### config.mk
export PLATFORM = sky130hd
export DESIGN_NAME = exibe_sequencia
export DESIGN_NICKNAME = d
export VERILOG_FILES = /design/src/rtl/exibe_sequencia.sv
export SDC_FILE = /design/constraint.sdc
export NUM_CORES = 1
export LEC_CHECK = 0
export CAP_MARGIN = 25
export CORE_ASPECT_RATIO = 1.25
export CORE_MARGIN = 4
export CORE_UTILIZATION = 51
export DETAILED_ROUTE_END_ITERATION = 12
export PLACE_DENSITY = 0.9
export SLEW_MARGIN = 20
export SYNTH_ARGS = -nofsm -noshare
export SYNTH_HDL_FRONTEND = slang
export SYNTH_SLANG_ARGS = --single-unit
### constraint.sdc
create_clock -name clock -period 2.25 [get_ports clock]
set_clock_uncertainty 0.15 [all_clocks]
set_input_delay 0.675 -clock clock [delete_from_list [all_inputs] [get_ports clock]]
set_output_delay 0.675 -clock clock [all_outputs]
set_load 0.005 [all_outputs]
### src/rtl/exibe_sequencia.sv
// Memory-game presentation side: reads the stored sequence from synchronous memory
// and plays entries 0..limite on the LEDs with fixed on/blank timing.
`timescale 1ns/1ps
module exibe_sequencia #(
    parameter int T_ON  = 1000,
    parameter int T_OFF = 500
) (
    input  logic       clock,
    input  logic       reset,
    input  logic       iniciar,
    input  logic [3:0] limite,
    input  logic [3:0] mem_dado,
    output logic [3:0] mem_endereco,
    output logic [3:0] leds,
    output logic       exibindo,
    output logic       pronto,
    output logic [3:0] db_estado
);

    localparam int T_MAX = (T_ON > T_OFF) ? T_ON : T_OFF;
    localparam int TW    = (T_MAX > 1) ? $clog2(T_MAX) : 1;
    localparam logic [TW-1:0] ON_FIM  = TW'(T_ON - 1);
    localparam logic [TW-1:0] OFF_FIM = TW'(T_OFF - 1);

    localparam logic [3:0] OCIOSO  = 4'd0;
    localparam logic [3:0] BUSCA   = 4'd1;
    localparam logic [3:0] CARREGA = 4'd2;
    localparam logic [3:0] MOSTRA  = 4'd3;
    localparam logic [3:0] APAGA   = 4'd4;
    localparam logic [3:0] FIM     = 4'd5;

    logic [3:0]    r_estado;
    logic [3:0]    r_endereco;
    logic [3:0]    r_leds;
    logic [3:0]    r_limite;
    logic [TW-1:0] r_timer;

    logic w_fim_on;
    logic w_fim_off;
    logic w_ultimo;

    assign w_fim_on  = (r_timer == ON_FIM);
    assign w_fim_off = (r_timer == OFF_FIM);
    assign w_ultimo  = (r_endereco == r_limite);

    always_ff @(posedge clock or negedge reset) begin
        if (!reset) begin
            r_estado   <= OCIOSO;
            r_endereco <= '0;
            r_leds     <= '0;
            r_limite   <= '0;
            r_timer    <= '0;
        end else begin
            case (r_estado)
                OCIOSO: begin
                    if (iniciar) begin
                        r_limite   <= limite;
                        r_endereco <= '0;
                        r_estado   <= BUSCA;
                    end
                end
                // memory registers its data at the edge leaving BUSCA
                BUSCA: r_estado <= CARREGA;
                CARREGA: begin
                    r_leds   <= mem_dado;
                    r_timer  <= '0;
                    r_estado <= MOSTRA;
                end
                MOSTRA: begin
                    if (w_fim_on) begin
                        r_leds   <= '0;
                        r_timer  <= '0;
                        r_estado <= APAGA;
                    end else begin
                        r_timer <= r_timer + TW'(1);
                    end
                end
                APAGA: begin
                    if (w_fim_off) begin
                        r_timer <= '0;
                        if (w_ultimo) begin
                            r_estado <= FIM;
                        end else begin
                            r_endereco <= r_endereco + 4'd1;
                            r_estado   <= BUSCA;
                        end
                    end else begin
                        r_timer <= r_timer + TW'(1);
                    end
                end
                FIM: r_estado <= OCIOSO;
                default: begin
                    r_estado <= OCIOSO;
                    r_leds   <= '0;
                    r_timer  <= '0;
                end
            endcase
        end
    end

    assign mem_endereco = r_endereco;
    assign leds         = r_leds;
    assign exibindo     = (r_estado != OCIOSO);
    assign pronto       = (r_estado == FIM);
    assign db_estado    = r_estado;

endmodule

# ---- After elaboration in Yosys (flattened, before gate mapping)
# Cells that the tools add are included.
dict set report totals {
  wordCells 43
  regBits 26
}
dict set report classes {
  eq_ne 12
  add_sub_neg 2
  n_mux 14
  bitwise_logic 1
  n_reduce_logical 9
}
# cell n
set ops {}
lappend ops {{$pmux 10 s3} 1}
lappend ops {{$mux 4} 7}
lappend ops {{$mux 10} 2}
lappend ops {{$pmux 4 s5} 1}
lappend ops {{$pmux 4 s3} 1}
lappend ops {{$add 10x1->10 const B} 1}
lappend ops {{$eq 10x10->1 const B} 1}
lappend ops {{$eq 10x9->1 const B} 1}
lappend ops {{$eq 4x2->1 const B} 2}
lappend ops {{$eq 4x3->1 const B} 2}
lappend ops {{$ne 2x2->1 const B} 4}
lappend ops {{$pmux 4 s2} 1}
lappend ops {{$add 4x1->4 const B} 1}
lappend ops {{$eq 4x1->1 const B} 1}
lappend ops {{$eq 4x4->1} 1}
lappend ops {{$logic_not 4->1} 1}
lappend ops {{$reduce_and 2->1} 2}
lappend ops {{$reduce_and 4->1} 1}
lappend ops {{$reduce_bool 4->1} 1}
lappend ops {{$reduce_or 4->1} 1}
lappend ops {{$mux 3} 1}
lappend ops {{$reduce_and 3->1} 1}
lappend ops {{$reduce_or 3->1} 1}
lappend ops {{$reduce_bool 2->1} 1}
lappend ops {{$not 1->1} 1}

# ---- Logic depth before layout (Yosys ltp)
# Gate-level depths: netlist of run 1.
dict set report depth {
  ltp_word 4
  depth_mapped 7
  mapped_depth_nobuf 6
}

# ---- Worst setup path after synthesis of run 1
# OpenSTA, ideal clock, no wires.
dict set report synth_timing {
  kind {register to register}
  start {reg r_timer[0]}
  end {reg r_timer[7]}
  path_stages_with_launch 7
  period_less_slack_ns 1.926
  arrival_time_ns 1.650
  setup_ns 0.126
  required_time_ns 1.974
  slack_ns 0.324
  cell_sequence {dfrtp_1 -> ha_1 -> nand3b_1 -> nor3_1 -> o22ai_2 -> and3_1 -> a221o_1}
}
dict set report synth_via {
  elab_chain_len 3
  elab_cells_between_ends 6
}
# element line_no
set synth_lines {}
lappend synth_lines {{from (decl)} 36} ;# logic [TW-1:0] r_timer;
lappend synth_lines {{from (signal assigned)} 75} ;# r_timer <= r_timer + TW'(1);
lappend synth_lines {{from (signal assigned)} 88} ;# r_timer <= r_timer + TW'(1);
lappend synth_lines {{$add 10x1->10 (tied with other cells)} {75, 88}}
lappend synth_lines {{$mux 10 (on tied branches)} {79, 70}}
lappend synth_lines {{$pmux 10 s3 (*)} 54} ;# case (r_estado)
# Mark *: on every way between the ends. The rest lies on a longest branch, timed or not.
# A chain may end at the register's enable or synchronous reset.

# ---- Final worst setup path of run 1
dict set report layout_timing {
  start {reg r_estado[0], in the netlist db_estado[0]}
  end {out db_estado[0]}
}
# element line_no
set layout_rtl {}
lappend layout_rtl {{from (decl)} 32} ;# logic [3:0] r_estado;
lappend layout_rtl {{from (signal assigned)} 48} ;# r_estado <= OCIOSO;
lappend layout_rtl {{from (signal assigned)} 59} ;# r_estado <= BUSCA;
lappend layout_rtl {{from (signal assigned)} 63} ;# BUSCA: r_estado <= CARREGA;
lappend layout_rtl {{to (decl)} 17} ;# output logic [3:0] db_estado
# No word-level cell between the ends.

==> run_results.csv, run 1 <==
group,metric,value,unit
status,status,"complete, no violations",
yosys,synth_area,1350,um2
setup_path,cp.required,1.42,ns
power,p_leak,0.000747,uW
setup_path,rr_worst_depth,6,
power,switching_share,21.4,%
yosys,ys_top_cells_by_area,"dfrtp_1 (46%), mux2_1 (5.0%), nand2_1 (4.2%), a22o_1 (3.9%), xnor2_1 (3.9%)",
timing,slew_violations,0,
power,pwr-share-clk,27.8,%
yosys,syn_avg_cell_area,9.42,um2
drt,drc,0,
global_route,grt_max_degree,26,
power,comb_power_share,6.8,%
placed_design,gp_congestion,0.816,
setup_path,arrival,1.37,ns
yosys,yosysMostFrequentCell,"dfrtp_1",
yosys,synth-edff-count,0,
clocking,clock_latency,0.32,ns
yosys,yosysUniqueCellTypes,34,
power,p_total,705,uW
global_route,gr-total-overflow,0,
power,p_per_area,411,nW/um2
setup_path,crit_type,"register to output pin",
drt,firstDrtPassIters,4,
die,fp.dieH,65.5,um
die,core_area,2480,um2
die,fp-row-count,20,
cells_and_area,drive_above_1_share,12.6,%
flow_run,max_cap_violations,0,
cells_and_area,antenna_cells,0,
power,vdd_drop_max,0.000349,V
die,dieArea,3530,um2
setup_path,worstSetupPathDepth,2,
power,internal-power,554,uW
drt,dr_wl_met3,98,um
cells_and_area,seqCellArea,629,um2
hold_path,hold_path.class,"register to register",
setup_path,r2r_setup_slack,0.11,ns
setup_path,reg2reg_from,"r_timer[0]",
yosys,ys_seq_area_share,46.4,%
clocking,clock_path_buffers,2,
global_route,grt_pass1_wl,5200,um
yosys,synth-async-reset-ratio,100,%
yosys,netlist_instances,143,
setup_path,crit_family,"buffers and inverters",
setup_path,crit_chain,"buf_6 > clkdlybuf4s50_1",
clocking,h-tree-depth,1,
timing,min_period,2.19,ns
drt,ant_nets,0,
die,ios,25,
yosys,ys.warnings.count,0,
clocking,cts_tree,"done",
yosys,synth-main-ff-cell,"dfrtp_1",
power,seqPwrFrac,65.4,%
hold_path,hold_start,"leds[2]",
die,die_w,54.0,um
placed_design,dp_hpwl,2150,um
cells_and_area,area_delta_synth_final,27.2,%
setup_path,startpoint_type,"register",
timing,max_freq,456,MHz
placed_design,portBuffers,23,
clocking,holdBufCountCts,0,
setup_path,endpoint_kind,"output pin",
setup_path,cp_slowest_cell,"clkdlybuf4s50_1",
yosys,synth-seq-cells,25,
setup_path,cp_num_buf_inv,2,
hold_path,holdPathStages,2,
cells_and_area,nFillCells,175,
setup_path,critPathMaxFanout,6,
drt,met1_length,1170,um
global_route,antenna_found_initial,0,
die,start_util,54.4,%
setup_path,critPathMaxStageDelay,0.49,ns
global_route,first_global_vias,1231,
hold_path,hold_end,"leds[2]",
drt,wl_per_cell,14.4,um
cells_and_area,postLayoutCoreUtil,69.2,%
yosys,synth_area_leader_cell,"dfrtp_1",
yosys,synth.top_cell.area_share,46.4,%
drt,drtIter0Drc,30,
drt,top_layer_used,"met4",
cells_and_area,multi_input_area,684,um2
clocking,cts_root_buf,"clkbuf_4",
timing,hold_slack,0.345,ns
drt,finalWirelength,2980,um
clocking,cts_buffers,3,
yosys,syn_nets,156,
cells_and_area,fin_nets,188,
setup_path,rr_endpoint,"mem_endereco[0]",
timing,fin_crit_sh,97.5,%
drt,vias_per_cell,5.77,
timing,setup_viol,0,
yosys,synth_common_cells,"dfrtp_1 (25), nand2_1 (15), nor2_1 (9), o21ai_1 (9), a21oi_1 (8)",
clocking,clkSlewWorstSetupHoldPaths,0.12,ns
drt,vias,1195,
drt,met2_length,1650,um
timing,hold_viol,0,
global_route,grt_use_total,19.6,%
power,switchingPower,151,uW
clocking,cts.sinks,25,
[power groups by stage]
stage	logic, uW	registers (uW)	clock network (uW)
after floorplan	12.6	469	0
after global placement	47.4	469	0
after detailed placement	48.9	470	0
after CTS	49.1	461	206
after global routing	53.6	462	220
final	48.2	461	196
[cell type report]
| cell class | count | area share [%] |
|---|---|---|
| inverters | 5 | 1.09 |
| flip-flops and latches | 25 | 36.7 |
| clock buffers | 4 | 1.53 |
| repair buffers | 33 | 18.3 |
| multi-input cells | 107 | 39.9 |
| well taps | 33 | 2.41 |
[worst max-delay path by stage]
stage                              end          from  slack, ns
after detailed placement   r_limite[0]       iniciar       0.02
after CTS                 db_estado[0]  db_estado[0]      0.001
final                     db_estado[0]  db_estado[0]       0.06
after global placement     r_limite[3]       iniciar       0.09
after global routing        r_timer[3]  db_estado[2]      -0.01
after floorplan             r_timer[7]    r_timer[0]       0.32
[placed cells by master (no fill, tap or decap), types with 2 or more instances in the layout]
cell type	instances
buf_6	2
a21oi_1	8
nand2b_1	2
inv_1	4
a31oi_1	6
dfrtp_2	3
dfrtp_1	22
nor2_1	9
mux2_1	6
ha_1	2
clkbuf_4	3
nand2_1	15
or2_1	2
and3_1	5
clkdlybuf4s50_1	20
nand4_1	2
o21ai_1	9
a22o_1	6
buf_4	8
nand3_1	7
xnor2_1	6
o21ai_0	3
nand3b_1	3
nor3_1	3
[sequential cells by signal, indices dropped and copies added (netlist names)]
signal        count
db_estado         3
r_limite          4
leds              4
r_timer          10
mem_endereco      4
[metal layers]
layer / track usage, % / up-vias
li1: - / 572
met1: 22.1 / 587
met2: 34.7 / 27
met3: 2.27 / 9
met4: 10.3 / 0
met5: 0 / -
[timing repair]
item,4_1_cts,5_1_grt
endpoints found under the hold margin,0,0
setup endpoints to repair,4,10
setup buffers,3,2
resized for setup,6,6
cloned,0,0
[cell families after synthesis]
kind of cell | count (synthesis) | share of synthesized area [%]
flops | 25 | 46.4
compound gates | 37 | 17.5
fa+ha+maj | 2 | 1.86
other cells | 1 | 0.278
xor+xnor | 7 | 4.55
simple gates | 54 | 20.8
buf+inv | 11 | 3.53
mux | 6 | 5.01
[worst register-to-register path: stages, from the launching register on]
cell and delay [ns]:
dfrtp_1 0.43, ha_1 0.24, nand3b_1 0.18, nor3_4 0.34, nand2_1 0.12, mux2_1 0.32
a22o_1 0.25
[per-stage QoR]
stage                     cells  instance area [um2]  worst slack [ns]  TNS (ns)
final                       207                 1710            0.0560         0
after global routing        207                 1710           -0.0133   -0.0245
after CTS                   205                 1680           0.00100         0
after detailed placement    198                 1630            0.0201         0
after global placement      198                 1630            0.0935         0
after floorplan             143                 1350             0.324         0
Power figures use the tool's default switching activity.
==> inputs of run 2 (changes only) <==
Settings changed: HOLD_SLACK_MARGIN set to 0.12.
==> results of run 2 <==
No change in the layout: final DEF, timing and power equal those of run 1.
==> inputs of run 3 (changes only) <==
Settings changed: PLACE_DENSITY 0.9 to 0.78.
==> run 3 against run 2 <==
Net effect: fmax rose by 1.4%; total power fell by 0.46%; largest cell class unchanged; non-clock buffer count rose by 2; sequential cell count did not move; worst hold slack improved by 0.0098 ns; count of clock-buffer cells in the layout fell by 1; final area rose by 0.88%; global-route usage rose by 0.32 points; critical path depth fell by 1; sequential share of layout area fell by 0.46 points.
==> run_results.csv, run 3 (synthesized netlist as in run 1, its figures left out) <==
group,metric,value,unit
status,status,"complete, no violations",
cells_and_area,final_common_cell,"dfrtp_1",
timing,max_freq,462,MHz
timing,fin_crit_sh,96.2,%
setup_path,critPathMaxStageDelay,0.55,ns
timing,slew_headroom,65.1,%
setup_path,endpoint_kind,"output pin",
die,ios,25,
drt,ant_nets,0,
die,fp.dieH,65.5,um
flow_run,max_cap_violations,0,
setup_path,cp_num_buf_inv,1,
timing,hold_slack,0.355,ns
cells_and_area,drive_above_1_share,12.5,%
drt,firstDrtPassIters,4,
placed_design,dp_hpwl,2210,um
die,core_area,2480,um2
global_route,antenna_found_initial,0,
timing,setup_viol,0,
drt,wl_per_cell,14.1,um
hold_path,hold_path.class,"register to register",
setup_path,cp.required,1.42,ns
clocking,cts_buffers,3,
global_route,gr-total-overflow,0,
cells_and_area,fin_nets,190,
cells_and_area,largest_reg_flops,10,
placed_design,portBuffers,23,
drt,finalWirelength,2940,um
cells_and_area,area_delta_synth_final,28.3,%
clocking,cts.sinks,25,
timing,hold_viol,0,
placed_design,gp_congestion,0.823,
timing,max_slew.worst_pin.slew,0.520,ns
timing,min_period,2.16,ns
cells_and_area,regMostFlops,"r_timer",
setup_path,r2r_setup_slack,0.14,ns
clocking,clkSlewWorstSetupHoldPaths,0.12,ns
power,internal-power,551,uW
die,fp-row-count,20,
global_route,grt_max_degree,26,
power,p_per_area,406,nW/um2
drt,vias_per_cell,5.60,
global_route,grt_pass1_wl,5370,um
clocking,h-tree-depth,1,
die,die_w,54.0,um
power,seqPwrFrac,65.7,%
global_route,first_global_vias,1239,
die,dieArea,3530,um2
setup_path,startpoint_type,"register",
power,switchingPower,150,uW
setup_path,cp_slowest_cell,"clkdlybuf4s50_1",
clocking,clock_path_buffers,2,
global_route,grt_use_total,19.9,%
timing,fin_setup_tns,0,ns
setup_path,crit_family,"buffers and inverters",
setup_path,critPathMaxFanout,6,
power,p_leak,0.000780,uW
setup_path,arrival,1.34,ns
clocking,holdBufCountCts,0,
clocking,clock_latency,0.31,ns
clocking,cts_tree,"done",
setup_path,crit_chain,"clkdlybuf4s50_1",
power,comb_power_share,6.9,%
setup_path,crit_type,"register to output pin",
cells_and_area,antenna_cells,0,
power,pwr-share-clk,27.4,%
drt,drc,0,
drt,vias,1171,
power,vdd_drop_max,0.000334,V
power,switching_share,21.4,%
timing,slew_violations,0,
clocking,cts_root_buf,"clkbuf_4",
drt,drtIter0Drc,21,
die,start_util,54.4,%
cells_and_area,layout_common_cells,"dfrtp_1 (24), clkdlybuf4s50_1 (19), nand2_1 (15), buf_4 (11)",
==> run 3: power by group through the flow <==
stage	clock (uW)	combinational, uW	sequential [uW]
floorplan	0	12.6	469
global placement	0	47.8	469
detailed placement	0	49.4	470
CTS	200	49.6	461
global route	218	53.9	462
finish	192	48.5	461
==> run 3: per-layer routing <==
metal / GRT usage [%] / vias to the layer above / share of wire, %
li1: - / 575 / -
met1: 23.7 / 568 / 41
met2: 36.5 / 22 / 55
met3: 2.04 / 6 / 2.5
met4: 5.61 / 0 / 1.3
met5: 0 / - / 0
==> run 3: worst paths after layout <==
check                             endpoint            start  cells after the start
setup / recovery           mem_endereco[2]  mem_endereco[2]                      1
hold / removal                     leds[3]          leds[3]                      2
setup reg to reg                r_timer[7]       r_timer[0]                      6
hold reg to reg                    leds[3]          leds[3]                      2
max in group asynchronous  mem_endereco[0]            reset                      2
min in group asynchronous      r_limite[2]            reset                      2
==> run 3: stage by stage <==
stage	power [uW]	cell area, um2	instances	setup slack (ns)	util, %
after floorplan	482	1350	143	0.324	-
after global placement	517	1650	201	0.172	66.6
after detailed placement	519	1650	201	0.147	66.6
after CTS	711	1700	208	0.0195	68.7
after global routing	734	1730	209	-0.0410	69.8
final	702	1730	209	0.0855	69.8
==> run 3: cell type report <==
class / instances / area, um2
Fill cell: 196 / 748
Inverter: 5 / 18.8
Tap cell: 33 / 41.3
Multi-Input combinational cell: 107 / 687
Timing Repair Buffer: 35 / 328
Clock inverter: 1 / 5.00
Sequential cell: 25 / 627
Clock buffer: 3 / 22.5
==> run 3: timing repair <==
item                                    CTS  global route
buffers inserted                          3             1
endpoints found under the setup margin    3             7
gates resized for setup                   4             6
